==> config.mk <==
export PLATFORM = sky130hd
export DESIGN_NAME = rs_enc
export DESIGN_NICKNAME = d
export VERILOG_FILES = /design/src/rtl/rs_pkg.sv /design/src/rtl/gf_mul.sv /design/src/rtl/rs_enc.sv
export SDC_FILE = /design/constraint.sdc
export NUM_CORES = 1
export LEC_CHECK = 0
export ABC_AREA = 1
export BUFFER_PORTS_ARGS = -buffer_cell sky130_fd_sc_hd__buf_2
export CAP_MARGIN = 30
export CORE_MARGIN = 2
export CORE_UTILIZATION = 53
export CTS_BUF_LIST = sky130_fd_sc_hd__clkbuf_4 sky130_fd_sc_hd__clkbuf_8 sky130_fd_sc_hd__clkbuf_16
export CTS_CLUSTER_SIZE = 30
export DETAILED_ROUTE_END_ITERATION = 7
export GPL_TIMING_DRIVEN = 0
export PLACE_DENSITY = 0.69
export SLEW_MARGIN = 20
export SYNTH_ARGS = -nofsm -noshare
export SYNTH_HDL_FRONTEND = slang
export SYNTH_SLANG_ARGS = --single-unit
==> constraint.sdc <==
create_clock -name clk -period 1.98 [get_ports clk]
set_input_delay 0.099 -clock clk [delete_from_list [all_inputs] [get_ports clk]]
set_output_delay 0.099 -clock clk [all_outputs]
set_load 0.02 [all_outputs]
==> src/rtl/rs_pkg.sv <==
// rtl/rs_pkg.sv - RS(204,188) code constants, GF(2^8) multiply and generator polynomial
package rs_pkg;
   localparam int RS_N    = 204;
   localparam int RS_K    = 188;
   localparam int RS_NPAR = 16;

   localparam logic [7:0] GF_POLY   = 8'h1D;
   localparam logic [7:0] SLOT_PAR  = 8'(RS_K);
   localparam logic [7:0] SLOT_LAST = 8'(RS_N - 1);

   function automatic logic [7:0] gf_mult(input logic [7:0] a, input logic [7:0] b);
      logic [7:0] p;
      logic [7:0] x;
      p = 8'h00;
      x = a;
      for (int i = 0; i < 8; i++) begin
         if (b[i]) p = p ^ x;
         x = x[7] ? ({x[6:0], 1'b0} ^ GF_POLY) : {x[6:0], 1'b0};
      end
      return p;
   endfunction

   // Expands prod (x + alpha^i), i=0..15; the monic x^16 term is dropped.
   function automatic logic [15:0][7:0] calc_gen();
      logic [16:0][7:0] g;
      logic [7:0]       root;
      g    = '0;
      g[0] = 8'h01;
      root = 8'h01;
      for (int i = 0; i < RS_NPAR; i++) begin
         for (int j = RS_NPAR; j > 0; j--) g[j] = g[j-1] ^ gf_mult(root, g[j]);
         g[0] = gf_mult(root, g[0]);
         root = gf_mult(root, 8'h02);
      end
      return g[15:0];
   endfunction

   localparam logic [15:0][7:0] RS_GEN = calc_gen();
endpackage

==> src/rtl/gf_mul.sv <==
// rtl/gf_mul.sv - combinational 8x8 GF(2^8) multiplier, field polynomial 0x11D
module gf_mul
   import rs_pkg::*;
(
   input  logic [7:0] a,
   input  logic [7:0] b,
   output logic [7:0] p
);
   assign p = gf_mult(a, b);
endmodule

==> src/rtl/rs_enc.sv <==
// rtl/rs_enc.sv - systematic RS(204,188) encoder, one symbol per CE strobe
module rs_enc
   import rs_pkg::*;
(
   input  logic       clk,
   input  logic       reset,
   input  logic       CE,
   input  logic [7:0] input_byte,
   output logic       Ready,
   output logic [7:0] Out_byte,
   output logic       CEO,
   output logic       Valid_out
);
   logic [7:0]       slot;
   logic [7:0]       slot_nxt;
   logic             data_slot;
   logic             last_q;
   logic [7:0]       fb;
   logic [15:0][7:0] r;
   logic [15:0][7:0] prod;

   assign data_slot = (slot < SLOT_PAR);
   assign slot_nxt  = (slot == SLOT_LAST) ? 8'h00 : slot + 8'h01;
   assign fb        = input_byte ^ r[15];

   for (genvar i = 0; i < RS_NPAR; i++) begin : g_tap
      gf_mul u_mul (
         .a (fb),
         .b (RS_GEN[i]),
         .p (prod[i])
      );
   end

   always_ff @(posedge clk) begin
      if (reset) begin
         slot      <= 8'h00;
         r         <= '0;
         Out_byte  <= 8'h00;
         CEO       <= 1'b0;
         Valid_out <= 1'b0;
         Ready     <= 1'b1;
         last_q    <= 1'b0;
      end else begin
         CEO    <= CE;
         last_q <= CE && (slot == SLOT_LAST);
         if (CE) begin
            slot  <= slot_nxt;
            Ready <= (slot_nxt < SLOT_PAR);
            // Parity slots shift zeros in, so the register is clear after slot 203.
            if (data_slot) begin
               Out_byte <= input_byte;
               r        <= {r[14:0], 8'h00} ^ prod;
            end else begin
               Out_byte <= r[15];
               r        <= {r[14:0], 8'h00};
            end
         end
         if (CE && (slot == 8'h00)) Valid_out <= 1'b1;
         else if (last_q)           Valid_out <= 1'b0;
      end
   end
endmodule

==> metrics.json <==
{
  "setup_path": {
    "worst-r2r-setup-slack_ps": -320,
    "worstPathMaxFanout": 7,
    "worst_ep_arrival_time_ps": 2600,
    "critical_path.cell_chain": "inv_4, nand2_4, nand2_8, buf_8, nand2_4, nand2_4, nand2_1, nand2_4, xnor2_2, nand2_2, xor2_1, nand2_1, o211ai_1, inv_1",
    "cp_slowest_cell": "sky130_fd_sc_hd__dfxtp_4",
    "critical-path-max-stage-delay_ps": 390,
    "worst_path_most_repeated_cell": "sky130_fd_sc_hd__nand2_4",
    "worstSetupPathType": "reg2reg",
    "timing.critical_path.from_type": "flip-flop",
    "critPathCaptureType": "flip-flop",
    "cp_data_required_time_ps": 2280,
    "cpLargestDelayFamily": "simple AND/OR/NAND/NOR gates",
    "timing.critical_path.buf_inv": 3
  },
  "logic_synthesis": {
    "synth.cells.most_frequent": "sky130_fd_sc_hd__nand2_1 (334), sky130_fd_sc_hd__inv_1 (161), sky130_fd_sc_hd__dfxtp_1 (148)",
    "synth_warnings": 0,
    "post_synth_instance_area_mm2": 0.00911,
    "synthMostInstantiatedCell": "sky130_fd_sc_hd__nand2_1",
    "synth_largest_area_cell": "sky130_fd_sc_hd__dfxtp_1",
    "synthesis.area_per_instance_um2": 6.92,
    "synth_edf_count": 0,
    "netlist-cell-type-count": 46,
    "seq_area_frac_synth": 0.325,
    "synthTopCellsByArea": "sky130_fd_sc_hd__dfxtp_1 (33%), sky130_fd_sc_hd__nand2_1 (14%), sky130_fd_sc_hd__xor2_1 (7.8%)",
    "synth-async-reset-ratio": 0,
    "synthesis.nets": 1329,
    "synth_top_area_share": 0.325,
    "synth_top_flop_cell": "sky130_fd_sc_hd__dfxtp_1",
    "ys_ff_latch": 148,
    "synthesis.instances": 1316
  },
  "die": {
    "fp.dieH_um": 135,
    "boundaryPins": 22,
    "coreArea_mm2": 0.0167,
    "initial_core_util": 0.545,
    "dieArea_mm2": 0.0183,
    "rows": 47,
    "die_x_um": 135
  },
  "route": {
    "highest_metal_layer_with_signal_wires": "met5",
    "vias_post_dr": 10400,
    "firstDrtPassIters": 8,
    "route.antenna.remaining_nets": 0,
    "dr.first_iter.drc_count": 1572,
    "drt-met1-wl_um": 14500,
    "detailroute.wirelength.met3_um": 5560,
    "wire_length_reported_by_the_detailed_router_um": 40600,
    "vias_per_cell": 6.07,
    "route.detailed.drc": 8,
    "met2_wirelength_um": 16800,
    "wl_per_cell_um": 23.7
  },
  "clock_tree": {
    "cts.clk_slew.worst_paths_ps": 70,
    "clockBufferDepth": 2,
    "clock_tree_from_tritoncts": "yes",
    "cts-htree-levels": 4,
    "worst_skew_pair.late_latency_ps": 450,
    "clock-root-buffer": "sky130_fd_sc_hd__clkbuf_16",
    "clock_sink_count": 148,
    "tritoncts.num_buffers": 17
  },
  "sta": {
    "setup_total_negative_slack_ps": -5110,
    "post-route-period-util": 1.16,
    "max_freq_mhz": 435,
    "clock-skew-final_ps": 12.5,
    "hold_violations": 0,
    "max-slew-margin-rel": 0.253,
    "timing.final.max_slew_violations": 0,
    "hold-worst-slack_ps": 165,
    "timing.final.ws_setup_ps": -320,
    "tightest_slew_ps": 1120,
    "setup_viol_count_final": 65,
    "fin_crit_period_ps": 2300,
    "rsz0062_at_grt": "yes"
  },
  "power_and_ir_drop": {
    "report.power.total_mw": 21.3,
    "power_density_mw_per_mm2": 1640,
    "power_leakage_nw": 6.36,
    "ir_worst_vdd_v": 0.00105
  },
  "final_layout": {
    "areaGrowthSynthToFinish_pct": 42.2,
    "layout-drive-gt1-share": 0.328,
    "diodes_inserted": 0,
    "finalNetCount": 1490,
    "final_util": 0.776,
    "fill_count": 1122
  },
  "flow_run": {
    "max_cap_violations": 0
  },
  "placed_design": {
    "place_hpwl_um": 24000,
    "post_placement_worst_setup_slack_ps": -633,
    "placement.io_buffers": 20,
    "placer_s_final_routability_congestion_estimate": 1.04
  },
  "global_routing": {
    "grt_max_degree": 17,
    "grt_antenna_before_repair": 3,
    "track_usage": 0.390,
    "grt_pass1_vias": 8756,
    "grt_remaining_overflow": 0,
    "grt_pass1_wl_um": 51800
  },
  "status": {
    "violated_checks": "DRC, setup timing",
    "result_of_the_run": "finished, violations left"
  },
  "min_path": {
    "hold_path.class": "in2reg"
  }
}
per-layer routing:
| layer | track usage | vias up |
|---|---|---|
| li1 | - | 4499 |
| met1 | 0.498 | 4753 |
| met4 | 0.208 | 2 |
| met2 | 0.593 | 824 |
| met5 | 0 | - |
| met3 | 0.117 | 310 |
worst register-to-register path, cell delays in order (launching register included):
cell,delay [ps]
sky130_fd_sc_hd__dfxtp_4,390
sky130_fd_sc_hd__inv_4,50
sky130_fd_sc_hd__nand2_4,70
sky130_fd_sc_hd__nand2_8,80
sky130_fd_sc_hd__buf_8,130
sky130_fd_sc_hd__nand2_4,50
sky130_fd_sc_hd__nand2_4,80
sky130_fd_sc_hd__nand2_1,230
sky130_fd_sc_hd__nand2_4,160
sky130_fd_sc_hd__xnor2_2,240
sky130_fd_sc_hd__nand2_2,110
sky130_fd_sc_hd__xor2_1,140
sky130_fd_sc_hd__nand2_1,70
sky130_fd_sc_hd__o211ai_1,160
sky130_fd_sc_hd__inv_1,180
cell type report:
class,instances,area (um^2),area share
clock buffer,17,425,0.0328
sequential,148,3000,0.231
clock inverter,15,141,0.0109
multi-input combinational,930,6790,0.524
inverter,178,723,0.0558
timing repair buffer,140,1230,0.0947
tap,220,275,0.0212
buffer,62,375,0.0290
placed cells by master, fill, tap and decap left out, types with 11 or more instances in the layout:
master and count:
sky130_fd_sc_hd__o21ai_2 17, sky130_fd_sc_hd__buf_12 13, sky130_fd_sc_hd__nand2_8 23, sky130_fd_sc_hd__o211ai_1 43
sky130_fd_sc_hd__nand2_2 60, sky130_fd_sc_hd__buf_2 21, sky130_fd_sc_hd__o21ai_0 56, sky130_fd_sc_hd__xor2_1 56
sky130_fd_sc_hd__xnor2_1 16, sky130_fd_sc_hd__xor2_4 16, sky130_fd_sc_hd__buf_6 21, sky130_fd_sc_hd__clkbuf_1 42
sky130_fd_sc_hd__inv_1 149, sky130_fd_sc_hd__o221ai_1 23, sky130_fd_sc_hd__buf_4 92, sky130_fd_sc_hd__o21ai_1 11
sky130_fd_sc_hd__nor2_1 109, sky130_fd_sc_hd__nand2_1 243, sky130_fd_sc_hd__dfxtp_1 136, sky130_fd_sc_hd__xor2_2 17
sky130_fd_sc_hd__inv_2 15, sky130_fd_sc_hd__a21oi_1 57, sky130_fd_sc_hd__nand3_1 29, sky130_fd_sc_hd__nand2_4 50
sky130_fd_sc_hd__clkbuf_16 18
stage by stage:
step           cell area [um^2]  instances
2_1_floorplan              9110       1316
3_3_place_gp               9480       1556
3_5_place_dp               9480       1556
4_1_cts                   11400       1660
5_1_grt                   13000       1710
6_report                  13000       1710
where the power goes:
group	switching (mW)	leakage [nW]	internal [mW]
logic	8.12	4.85	5.64
registers	0.629	1.24	3.65
clock network	1.57	0.278	1.66
registers in the layout, indices dropped and copies added (netlist names):
register and cells:
CEO 1, Ready 1, slot 8, last_q 1
r 128, Out_byte 8, Valid_out 1
cells by family (layout without fill, tap and decap cells):
| kind of cell | after synthesis | in the layout | share of synthesized area |
|---|---|---|---|
| AND/OR/NAND/NOR | 560 | 562 | 0.266 |
| adder cells (fa/ha/maj) | 2 | 2 | 0.00275 |
| flip-flops | 148 | 148 | 0.325 |
| AO/OA/AOI/OAI | 240 | 240 | 0.161 |
| XOR/XNOR | 126 | 126 | 0.141 |
| buffers and inverters | 240 | 412 | 0.104 |
what timing repair did:
item	in CTS	in global routing
endpoints found under the setup margin	123	106
gates resized for setup	191	235
setup buffers	68	49
cloned	3	1
pin swaps	62	102
hold buffers	1	0
hold endpoints to repair	2	0
worst paths after layout:
| path | from | to | cells after the start |
|---|---|---|---|
| worst min-delay path | input_byte[2] | Out_byte[2] | 5 |
| worst min register to register | Valid_out | Valid_out | 2 |
| worst max register to register | r[123] | r[12] | 14 |
| worst max-delay path | r[123] | r[12] | 14 |
(Power assumes the default switching activity.)
